--- config.mk ---
export PLATFORM = sky130hd
export DESIGN_NAME = keycode_event_queue
export DESIGN_NICKNAME = d
export VERILOG_FILES = /design/src/rtl/keycode_event_queue.sv
export SDC_FILE = /design/constraint.sdc
export NUM_CORES = 1
export LEC_CHECK = 0
export ABC_AREA = 0
export ABC_CLOCK_PERIOD_IN_PS = 3500
export BUFFER_PORTS_ARGS = -buffer_cell sky130_fd_sc_hd__buf_4
export CAP_MARGIN = 20
export CORE_ASPECT_RATIO = 0.75
export CORE_MARGIN = 5
export CORE_UTILIZATION = 45
export CTS_CLUSTER_DIAMETER = 120
export DETAILED_ROUTE_END_ITERATION = 12
export PLACE_DENSITY_LB_ADDON = 0.1
export SYNTH_ARGS = -nofsm -noshare
export SYNTH_HDL_FRONTEND = slang
export SYNTH_SLANG_ARGS = --single-unit
export TNS_END_PERCENT = 1
--- constraint.sdc ---
create_clock -name clk -period 3.5 [get_ports clk]
set_clock_uncertainty 0.05 [all_clocks]
set_input_delay 0.525 -clock clk [delete_from_list [all_inputs] [get_ports clk]]
set_output_delay 0.525 -clock clk [all_outputs]
set_load 0.02 [all_outputs]
--- src/rtl/keycode_event_queue.sv ---
// Captures completed PS/2 key events from the keypress buffer into a small
// first-word-fall-through FIFO, re-arms the buffer, and tracks dropped events.
module keycode_event_queue #(
  parameter int DEPTH = 8,
  parameter int CW    = $clog2(DEPTH) + 1
) (
  input  logic          clk,
  input  logic          reset_n,
  input  logic [7:0]    keycode,
  input  logic          ext,
  input  logic          make,
  input  logic          got_one,
  output logic          clear,
  input  logic          ev_ready,
  output logic          ev_valid,
  output logic [7:0]    ev_keycode,
  output logic          ev_ext,
  output logic          ev_make,
  output logic [CW-1:0] count,
  output logic          overflow,
  input  logic          overflow_clr,
  output logic [7:0]    drop_cnt
);

  localparam int AW = $clog2(DEPTH);
  localparam logic [CW-1:0] FULL_CNT = CW'(DEPTH);

  localparam logic [1:0] ST_IDLE  = 2'd0;
  localparam logic [1:0] ST_CLEAR = 2'd1;
  localparam logic [1:0] ST_WAIT  = 2'd2;

  logic [1:0]    state;
  logic [1:0]    state_next;
  logic [AW-1:0] wr_ptr;
  logic [AW-1:0] rd_ptr;
  logic [9:0]    mem [DEPTH];

  logic full;
  logic capture;
  logic push;
  logic drop;
  logic pop;

  // Handshake: an entry transfers on any edge where ev_valid and ev_ready are
  // both 1; ev_valid never depends on ev_ready, and the head holds until popped.
  assign full     = (count == FULL_CNT);
  assign capture  = (state == ST_IDLE) && got_one;
  assign push     = capture && !full;
  assign drop     = capture && full;
  assign ev_valid = (count != '0);
  assign pop      = ev_valid && ev_ready;
  assign clear    = (state == ST_CLEAR);

  assign {ev_ext, ev_make, ev_keycode} = mem[rd_ptr];

  always_comb begin
    state_next = state;
    case (state)
      ST_IDLE:  if (got_one) state_next = ST_CLEAR;
      ST_CLEAR: state_next = ST_WAIT;
      ST_WAIT:  state_next = ST_IDLE;
      default:  state_next = ST_IDLE;
    endcase
  end

  always_ff @(posedge clk) begin
    if (!reset_n) begin
      state  <= ST_IDLE;
      wr_ptr <= '0;
      rd_ptr <= '0;
      count  <= '0;
    end else begin
      state <= state_next;
      if (push) wr_ptr <= wr_ptr + 1'b1;
      if (pop)  rd_ptr <= rd_ptr + 1'b1;
      case ({push, pop})
        2'b10:   count <= count + 1'b1;
        2'b01:   count <= count - 1'b1;
        default: count <= count;
      endcase
    end
  end

  // Storage is deliberately left unreset; the head is don't-care while empty.
  always_ff @(posedge clk) begin
    if (reset_n && push) mem[wr_ptr] <= {ext, make, keycode};
  end

  // A drop in the same cycle as a clear request wins over the clear.
  always_ff @(posedge clk) begin
    if (!reset_n) begin
      overflow <= 1'b0;
      drop_cnt <= 8'd0;
    end else if (drop) begin
      overflow <= 1'b1;
      if (overflow_clr)           drop_cnt <= 8'd1;
      else if (drop_cnt != 8'hFF) drop_cnt <= drop_cnt + 8'd1;
    end else if (overflow_clr) begin
      overflow <= 1'b0;
      drop_cnt <= 8'd0;
    end
  end

endmodule

## After elaboration in Yosys (flattened, before gate mapping)

Memory sizes are Yosys's and may differ from the RTL's. A register that Yosys moved wholly into a read port is not among the register bits.
Index checks and enable logic that the tools add are counted.

- Register bits: 21
- Memory bits (writable): 80
- Input bits: 15
- Output and inout bits: 25
- Word-level logic and storage cells: 43
- Memories: 1

Memories:

| memory | words | width | read ports | clocked after Yosys merged registers in | write ports | RTL line | text |
|---|---|---|---|---|---|---|---|
| mem | 8 | 10 | 1 | 1 | 1 | 36 | `logic [9:0] mem [DEPTH];` |

- Add/subtract/negate cells: 5
- Eq/ne operators: 6
- Multiplexer cells: 13
- Reductions and logical operators: 12

Operators by type and width:

| cell | number |
|---|---|
| 8-bit two-way mux | 4 |
| 8-bit by 1-bit adder with 8-bit output (second input constant) | 1 |
| 8-bit != test (second input constant) | 1 |
| 4-bit one-hot mux with 2 select lines | 1 |
| 3-bit by 1-bit adder with 3-bit output (second input constant) | 2 |
| 3-bit two-way mux | 2 |
| 2-bit nonzero test | 3 |
| 1-bit logical AND | 5 |
| 4-bit by 1-bit adder with 4-bit output (second input constant) | 1 |
| 2-bit by 1-bit equality test with 1-bit output (second input constant) | 2 |
| 4-bit equality test (second input constant) | 1 |
| 1-bit two-way mux | 4 |
| 2-bit one-hot mux with 2 select lines | 1 |
| 4-bit nonzero test | 1 |
| 4-bit by 1-bit subtractor with 4-bit output (second input constant) | 1 |
| 2-bit equality test (second input constant) | 1 |
| 2-bit zero test | 1 |
| 2-bit two-way mux | 1 |
| 2-bit != test (second input constant) | 1 |
| 2-bit AND reduction | 1 |
| 1-bit zero test | 1 |

## Depth between registers and ports, before layout

Gate-level depths: netlist of the first run.

- Depth after elaboration: 6
- Depth in mapped cells: 11
- Depth with buffers taken out: 10

## Least setup slack after synthesis of the first run

No wires, ideal clock.

- Path kind: register -> register
- Start: register count[1]
- End: register count[2]
- Library setup time: 76 ps
- Arrival: 2618 ps
- Required time: 3374 ps
- Setup slack: 756 ps
- Cell stages (with the launch flop): 12
- Clock period less this slack: 2744 ps
- Cell sequence: dfxtp_1 buf_6 or4_1 nand2_1 inv_1 ha_1 xor2_1 ha_1 a21oi_1 xor2_1 or3_1 a21boi_0

RTL lines:

| element | RTL line | text |
|---|---|---|
| start, declared | 19 | `output logic [CW-1:0] count,` |
| start signal, assigned | 77 | `2'b10: count <= count + 1'b1;` |
| start signal, assigned | 78 | `2'b01: count <= count - 1'b1;` |
| start signal, assigned | 79 | `default: count <= count;` |
| 4-bit nonzero test * | 50 | `assign ev_valid = (count != '0);` |
| net ev_valid | 15 | `output logic ev_valid,` |
| 1-bit logical AND * | 51 | `assign pop = ev_valid && ev_ready;` |
| net pop | 42 | `logic pop;` |
| 2-bit by 1-bit equality test with 1-bit output / 2-bit equality test (equally long branches) | 76 | `case ({push, pop})` |
| 4-bit one-hot mux with 2 select lines / 2-bit nonzero test (equally long branches) | n/a |  |

The timed path passes the listed nets; every way through them passes the cells marked *.
A chain may end at the register's enable or synchronous reset.

## Final worst setup path of the first run

- Start: register count[1]
- End: register count[2]

- Cells in the longest elaborated chain, start to end: 5

Ends and longest elaborated chain:

| element | RTL line | text |
|---|---|---|
| 4-bit equality test | 46 | `assign full = (count == FULL_CNT);` |
| 1-bit zero test | 48 | `assign push = capture && !full;` |
| 1-bit logical AND | 48 |  |
| 2-bit by 1-bit equality test with 1-bit output / 2-bit equality test (equally long branches) | 76 |  |
| 4-bit one-hot mux with 2 select lines / 2-bit nonzero test (equally long branches) | n/a |  |

Several ways; a longest one is shown, not always the timed one.

==> results.md, run 1 <==
* CP max-delay cell: or4b_1
* Post_cts resized at 0
* Share of layout cells above drive strength 1 at 31.46%
* FMAX at 376.4 MHz
* Hold Path Origin: keycode[5]
* Worst setup path class: reg2reg
* Die X at 121.2 um
* Unrepaired setup endpoints after global routing: false
* Core area at 0.009046 mm^2
* Synth Register Bits at 104
* Slew headroom at 50.90%
* Cell Chain, Critical Path: or4b_1 > nand2_1 > ha_1 > xor2_1 > ha_1 > a21oi_1 > xor2_1 > or3_1 > a21boi_0
* Asr flop ratio synth at 0%
* Area grow syn2layout at 19.72%
* Syn Area/Cell at 17.04 um^2
* Sequential-to-total area share from yosys stat at 69.06%
* Highest-count cells in the layout ignoring fill and taps: edfxtp_1 (80), buf_4 (49), dfxtp_1 (24), mux4_2 (20), mux2_2 (10)
* Crit-path max cell delay at 640 ps
* R2r setup slk at 840 ps
* # rows at 30
* Die ar. at 0.01132 mm^2
* Residual DRC at 0
* Commonest non-fill, non-tap cell in the layout: edfxtp_1
* Overflow after GRT at 0
* Yosys cell types at 37
* CTS H-tree lvls at 3
* First-pass GRT wire length at 11850 um
* Starting Density at 46.14%
* Gr usage total at 14.02%
* Final #Nets at 318
* CP required at 3710 ps
* Reg-to-Reg Start: count[1]$_SDFFE_PN0P_
* Vias in the first global route at 2128
* DPL Wire Length at 4762 um
* Clock latency at the later pin of the worst-skew pair at 330 ps
* Starting DRT DRC Count at 139
* Endpoints failing hold at 0
* Hold Path Stages at 1
* Detailed Routing Iterations Pass 1 at 4
* Hold endpoint: mem[0][5]$_DFFE_PP_
* Largest net degree at the start of global routing at 21
* Mean routed wirelength per cell at 17.32 um
* Fillers at 728
* Post-synth EDFFs at 80
* IO Port Bufs at 39
* Final setup fails at 0
* Clock sinks at 104
* Most common flop cell mapped by yosys: edfxtp_1
* Max-capacitance violation count at 0
* Antenna diodes at 0
* Ports at 40
* Final WL at 7447 um
* Max IR drop VDD at 0.3076 mV
* Period utilization at 75.90%
* Hold Path Class: in2reg
* Max FO, Critical Path at 9
* Final Core Density at 55.24%
* Clock Path Buffers at 2
* Pins over their slew limit at 0
* Setup TNS at 0 ps
* Critical path's top delay family: simple AND/OR/NAND/NOR gates
* YS warnings at 0
* Die boundary height at 93.41 um
* Reg2Reg Capture Point: count[2]$_SDFFE_PN0P_
* Clk root buf: clkbuf_16
* Synthesized area at 0.004174 mm^2
* Critical Path AT at 2870 ps
* Syn Inst Count at 245
* Buf/Inv on CP at 0
* CTS Hold Bufs at 0
* Post-Syn Nets at 266
* Vias/cell at 5.058
* Critical Path Source Type: register
* Power Density at 655.3 mW/mm^2
* CTS tree: built
* Routed Antenna Nets at 0
* CTS clk-pin slew, worst paths at 60 ps
* Status: finished, final reports clean
* R2R depth at 9
* Num CTS Buffers at 9
* Critical path endpoint category: register
* Post-CTS setup buffer count at 0
* Antenna violations before repair at 0
* Vias after detailed routing at 2175
* GP Congestion at 0.7629
* Worst slew pin tran at 733.2 ps
* Period minus WS final at 2657 ps
* Leakage Power at 1.720 nW
[worst max path at each step]
stage / start / depth (start not counted) / slack (ps) / to
3_5_place_dp: got_one / 10 / 800 / count[2]$_SDFFE_PN0P_
3_3_place_gp: got_one / 10 / 890 / count[2]$_SDFFE_PN0P_
6_report: count[1]$_SDFFE_PN0P_ / 9 / 840 / count[2]$_SDFFE_PN0P_
4_1_cts: count[1]$_SDFFE_PN0P_ / 9 / 830 / count[2]$_SDFFE_PN0P_
5_1_grt: count[1]$_SDFFE_PN0P_ / 9 / 610 / count[2]$_SDFFE_PN0P_
2_1_floorplan: count[1]$_SDFFE_PN0P_ / 11 / 760 / count[2]$_SDFFE_PN0P_
[flip-flops by register name, summed over array words and instances, names as in the netlist, named ones only]
register / flops
rd_ptr: 3
count: 4
mem: 80
wr_ptr: 3
drop_cnt: 8
overflow: 1
state: 2
[layout make-up]
cell class              instances  area [um^2]  share of cell area, %
flip-flops and latches        104         2883                  57.69
multi-input cells             131         1242                  24.86
repair buffers                 49        367.9                  7.361
clock buffers                  11        232.7                  4.657
well taps                     128        160.2                  3.205
clock inverters                 5        103.9                  2.078
inverters                       2        7.507                 0.1502
[cell families after synthesis]
group                      after synthesis  synth area share (%)
xor gates and xnor gates                 8                 1.679
AOI/OAI and AO/OA                       20                 2.848
and+or+nand+nor                         63                 8.993
muxes                                   34                 14.45
adders and majority gates                6                 1.799
DFF                                    104                 69.06
buffers and inverters                   10                 1.169
[synth_stat cells (3+ instances only)]
master     n  area, um^2
or3_1      7       43.79
xnor2_1    5       43.79
mux4_2    20       450.4
ha_1       6       75.07
dfxtp_1   24       480.5
xor2_1     3       26.28
nor2_1     9       33.78
a21oi_1    8       40.04
and2_1     8       50.05
mux2i_1    4       40.04
nand3_1    6       30.03
o21ai_0    5       25.02
edfxtp_1  80        2402
buf_2      3       15.01
nor2b_1    8       50.05
nand2_1    8       30.03
nand2b_1   4       25.02
clkbuf_1   3       11.26
mux2_2    10       112.6
[per-stage QoR]
step	worst slack (ps)	cell area, um^2	hold slack, ps	cells	total power [mW]
2_1_floorplan	756.2	4174	416.6	245	1.985
3_3_place_gp	888.2	4661	441.3	414	2.201
3_5_place_dp	798.8	4661	442.3	414	2.207
4_1_cts	827.0	4997	364.0	430	3.325
5_1_grt	609.3	4997	359.6	430	3.440
6_report	843.5	4997	372.6	430	3.275
[power breakdown]
part | leakage [nW] | total, mW | switching (mW) | internal, mW
Clock | 0.164 | 1.11 | 0.407 | 0.700
Combinational | 0.639 | 0.711 | 0.358 | 0.353
Sequential | 0.916 | 1.46 | 0.0666 | 1.39
[per-layer routing]
layer | vias to the layer above | GRT usage [%] | part of all wire (%)
li1 | 1058 | - | -
met1 | 1082 | 20.00 | 48
met2 | 28 | 21.08 | 47
met3 | 7 | 3.688 | 3.8
met4 | 0 | 4.478 | 1.2
met5 | - | 0 | 0
No activity file was read; power rests on OpenSTA's default activity.
==> run 2, diff against run 1 <==
- ABC_CLOCK_PERIOD_IN_PS: 3500 -> 2300
- clock period: 3.5 -> 2.3 ns (I/O delays scaled with it)
==> run 2 against run 1 <==
Effect of this change: via count rose by 2.8%; worst hold slack got worse by 190 ps; utilization rose by 2.4 points; setup slack got worse by 810 ps; sequential power rose by 51%; critical endpoint unchanged; first-iteration DRC count fell by 20%; wire length fell by 0.17%; clock-buffer cell count rose by 3; critical path depth rose by 1.
==> results.md, run 2 (same netlist as run 1, synthesis figures left out) <==
* Antenna violations before repair at 0 (unchanged)
* Hold Path Stages at 1 (unchanged)
* Commonest non-fill, non-tap cell in the layout: edfxtp_1
* Hold Path Class: in2reg
* Vias in the first global route at 2226 (+4.6%)
* Slew headroom at 78.24% (+27 points)
* Overflow after GRT at 0 (unchanged)
* Worst setup path class: reg2reg
* Final #Nets at 331 (+4.1%)
* Clock Path Buffers at 2 (unchanged)
* Largest regs: mem: 80 flops, drop_cnt: 8 flops, count: 4 flops
* Starting DRT DRC Count at 111 (-20%)
* Gr usage total at 14.47% (+0.45 points)
* Ports at 40 (unchanged)
* Clock latency at the later pin of the worst-skew pair at 340 ps (about the same)
* Max reg flops at 80 (unchanged)
* Status: finished, final reports clean
* Max IR drop VDD at 0.6441 mV (+110%)
* Worst slew pin tran at 325.0 ps (-408.2 ps)
* Final WL at 7434 um (-0.17%)
* GP Congestion at 0.7692 (+0.83%)
* Core area at 0.009046 mm^2 (unchanged)
* Hold Path Origin: ext
* CTS clk-pin slew, worst paths at 70 ps (about the same)
* CP required at 2520 ps (-1190 ps)
* Die ar. at 0.01132 mm^2 (unchanged)
* Leakage Power at 1.821 nW (+5.9%)
* Routed Antenna Nets at 0 (unchanged)
* Reg with most FFs: mem
* Num CTS Buffers at 9 (unchanged)
* Final setup fails at 0 (unchanged)
* Fillers at 698 (-4.1%)
* Reg-to-Reg Start: count[3]$_SDFFE_PN0P_
* Finished Layout Cells at 443 (+3.0%)
* Vias/cell at 5.047 (-0.21%)
* R2r setup slk at 30 ps (-810 ps)
* # rows at 30 (unchanged)
* Multi-input gate area at 0.001303 mm^2 (+4.8%)
* Final Core Density at 57.65% (+2.4 points)
* Mean routed wirelength per cell at 16.78 um (-3.1%)
* Unrepaired setup endpoints after global routing: true
* DPL Wire Length at 4696 um (-1.4%)
* R2R depth at 10 (+1)
* Clk root buf: clkbuf_16
* Die boundary height at 93.41 um (unchanged)
* Max-capacitance violation count at 0 (unchanged)
* Dpl ws at -23.00 ps (-821.8 ps)
* CTS H-tree lvls at 3 (unchanged)
* Pins over their slew limit at 0 (unchanged)
* Critical path endpoint category: register
* Clock sinks at 104 (unchanged)
* Starting Density at 46.14% (unchanged)
* Critical Path Source Type: register
* Die X at 121.2 um (unchanged)
* Residual DRC at 0 (unchanged)
* CTS tree: built
* Period minus WS final at 2271 ps (-385.4 ps)
* Critical Path AT at 2490 ps (-380 ps)
* Endpoints failing hold at 0 (unchanged)
* Setup TNS at 0 ps (unchanged)
* Antenna diodes at 0 (unchanged)
* Reg2Reg Capture Point: count[2]$_SDFFE_PN0P_
* Share of layout cells above drive strength 1 at 38.10% (+6.6 points)
* Highest-count cells in the layout ignoring fill and taps: edfxtp_1 (80), buf_4 (55), dfxtp_1 (21), mux4_2 (20), clkbuf_16 (12)
* Max FO, Critical Path at 4 (-5)
* Area grow syn2layout at 24.94%
* IO Port Bufs at 39 (unchanged)
* Hold endpoint: mem[1][9]$_DFFE_PP_
* DP Cell Count at 424 (+2.4%)
* FMAX at 440.3 MHz (+17%)
* Reg area at 0.002894 mm^2 (+0.39%)
* Largest net degree at the start of global routing at 21 (unchanged)
* First-pass GRT wire length at 12050 um (+1.6%)
* Detailed Routing Iterations Pass 1 at 4 (unchanged)
* Vias after detailed routing at 2236 (+2.8%)
* Worst setup margin at 28.89 ps (-814.6 ps)
* Period utilization at 98.74% (+23 points)
* Power Density at 997.9 mW/mm^2 (+52%)
run 2: power breakdown:
part	switching [mW]	total (mW)	leakage, nW	internal, mW
Combinational	0.653	1.41	0.741	0.754
Sequential	0.0732	2.20	0.919	2.13
Clock	0.633	1.60	0.161	0.962
Total	1.36	5.20	1.82	3.84
run 2: layout make-up:
| cell class | instances | share of cell area (%) |
|---|---|---|
| sequential | 104 | 55.49 |
| multi-input combinational | 131 | 24.98 |
| timing repair buffer | 62 | 9.909 |
| clock buffer | 14 | 6.094 |
| tap | 128 | 3.071 |
| clock inverter | 2 | 0.2639 |
| inverter | 2 | 0.1919 |
run 2: worst max-delay path by stage:
stage | startpoint | to | slack (ps)
floorplan | count[1]$_SDFFE_PN0P_ | count[2]$_SDFFE_PN0P_ | -110
CTS | count[1]$_SDFFE_PN0P_ | count[2]$_SDFFE_PN0P_ | -10
global placement | count[1]$_SDFFE_PN0P_ | count[2]$_SDFFE_PN0P_ | 50
detailed placement | count[3]$_SDFFE_PN0P_ | count[2]$_SDFFE_PN0P_ | -20
finish | count[3]$_SDFFE_PN0P_ | count[2]$_SDFFE_PN0P_ | 30
global route | count[3]$_SDFFE_PN0P_ | count[2]$_SDFFE_PN0P_ | -50
run 2: what timing repair did:
item	in CTS	in global routing
hold buffers	0	0
pin swaps	0	4
setup endpoints to repair	6	8
gates resized for setup	4	13
cloned	1	0
setup buffers	0	2
run 2: critical path: stages, from the launching register on:
cell,delay [ps]
dfxtp_4,360
or4_4,530
nand2_4,100
inv_4,40
ha_4,160
xor2_1,160
ha_2,190
a21oi_2,40
xor2_1,140
or3_1,310
a21boi_1,120
run 2: layer usage:
| metal | global-route usage [%] | share of wire [%] | vias up |
|---|---|---|---|
| met1 | 19.47 | 48 | 1115 |
| met4 | 4.478 | 1.0 | 0 |
| met5 | 0 | 0 | - |
| li1 | - | - | 1086 |
| met2 | 22.33 | 48 | 29 |
| met3 | 4.958 | 3.7 | 6 |
run 2: through the flow:
stage / cell area [um^2] / hold WS (ps) / total power [mW]
finish: 5215 / 183.0 / 5.204
global route: 5215 / 168.1 / 5.491
CTS: 5152 / 173.1 / 5.198
detailed placement: 4788 / 448.8 / 3.548
global placement: 4788 / 448.1 / 3.551
floorplan: 4214 / 393.9 / 3.095
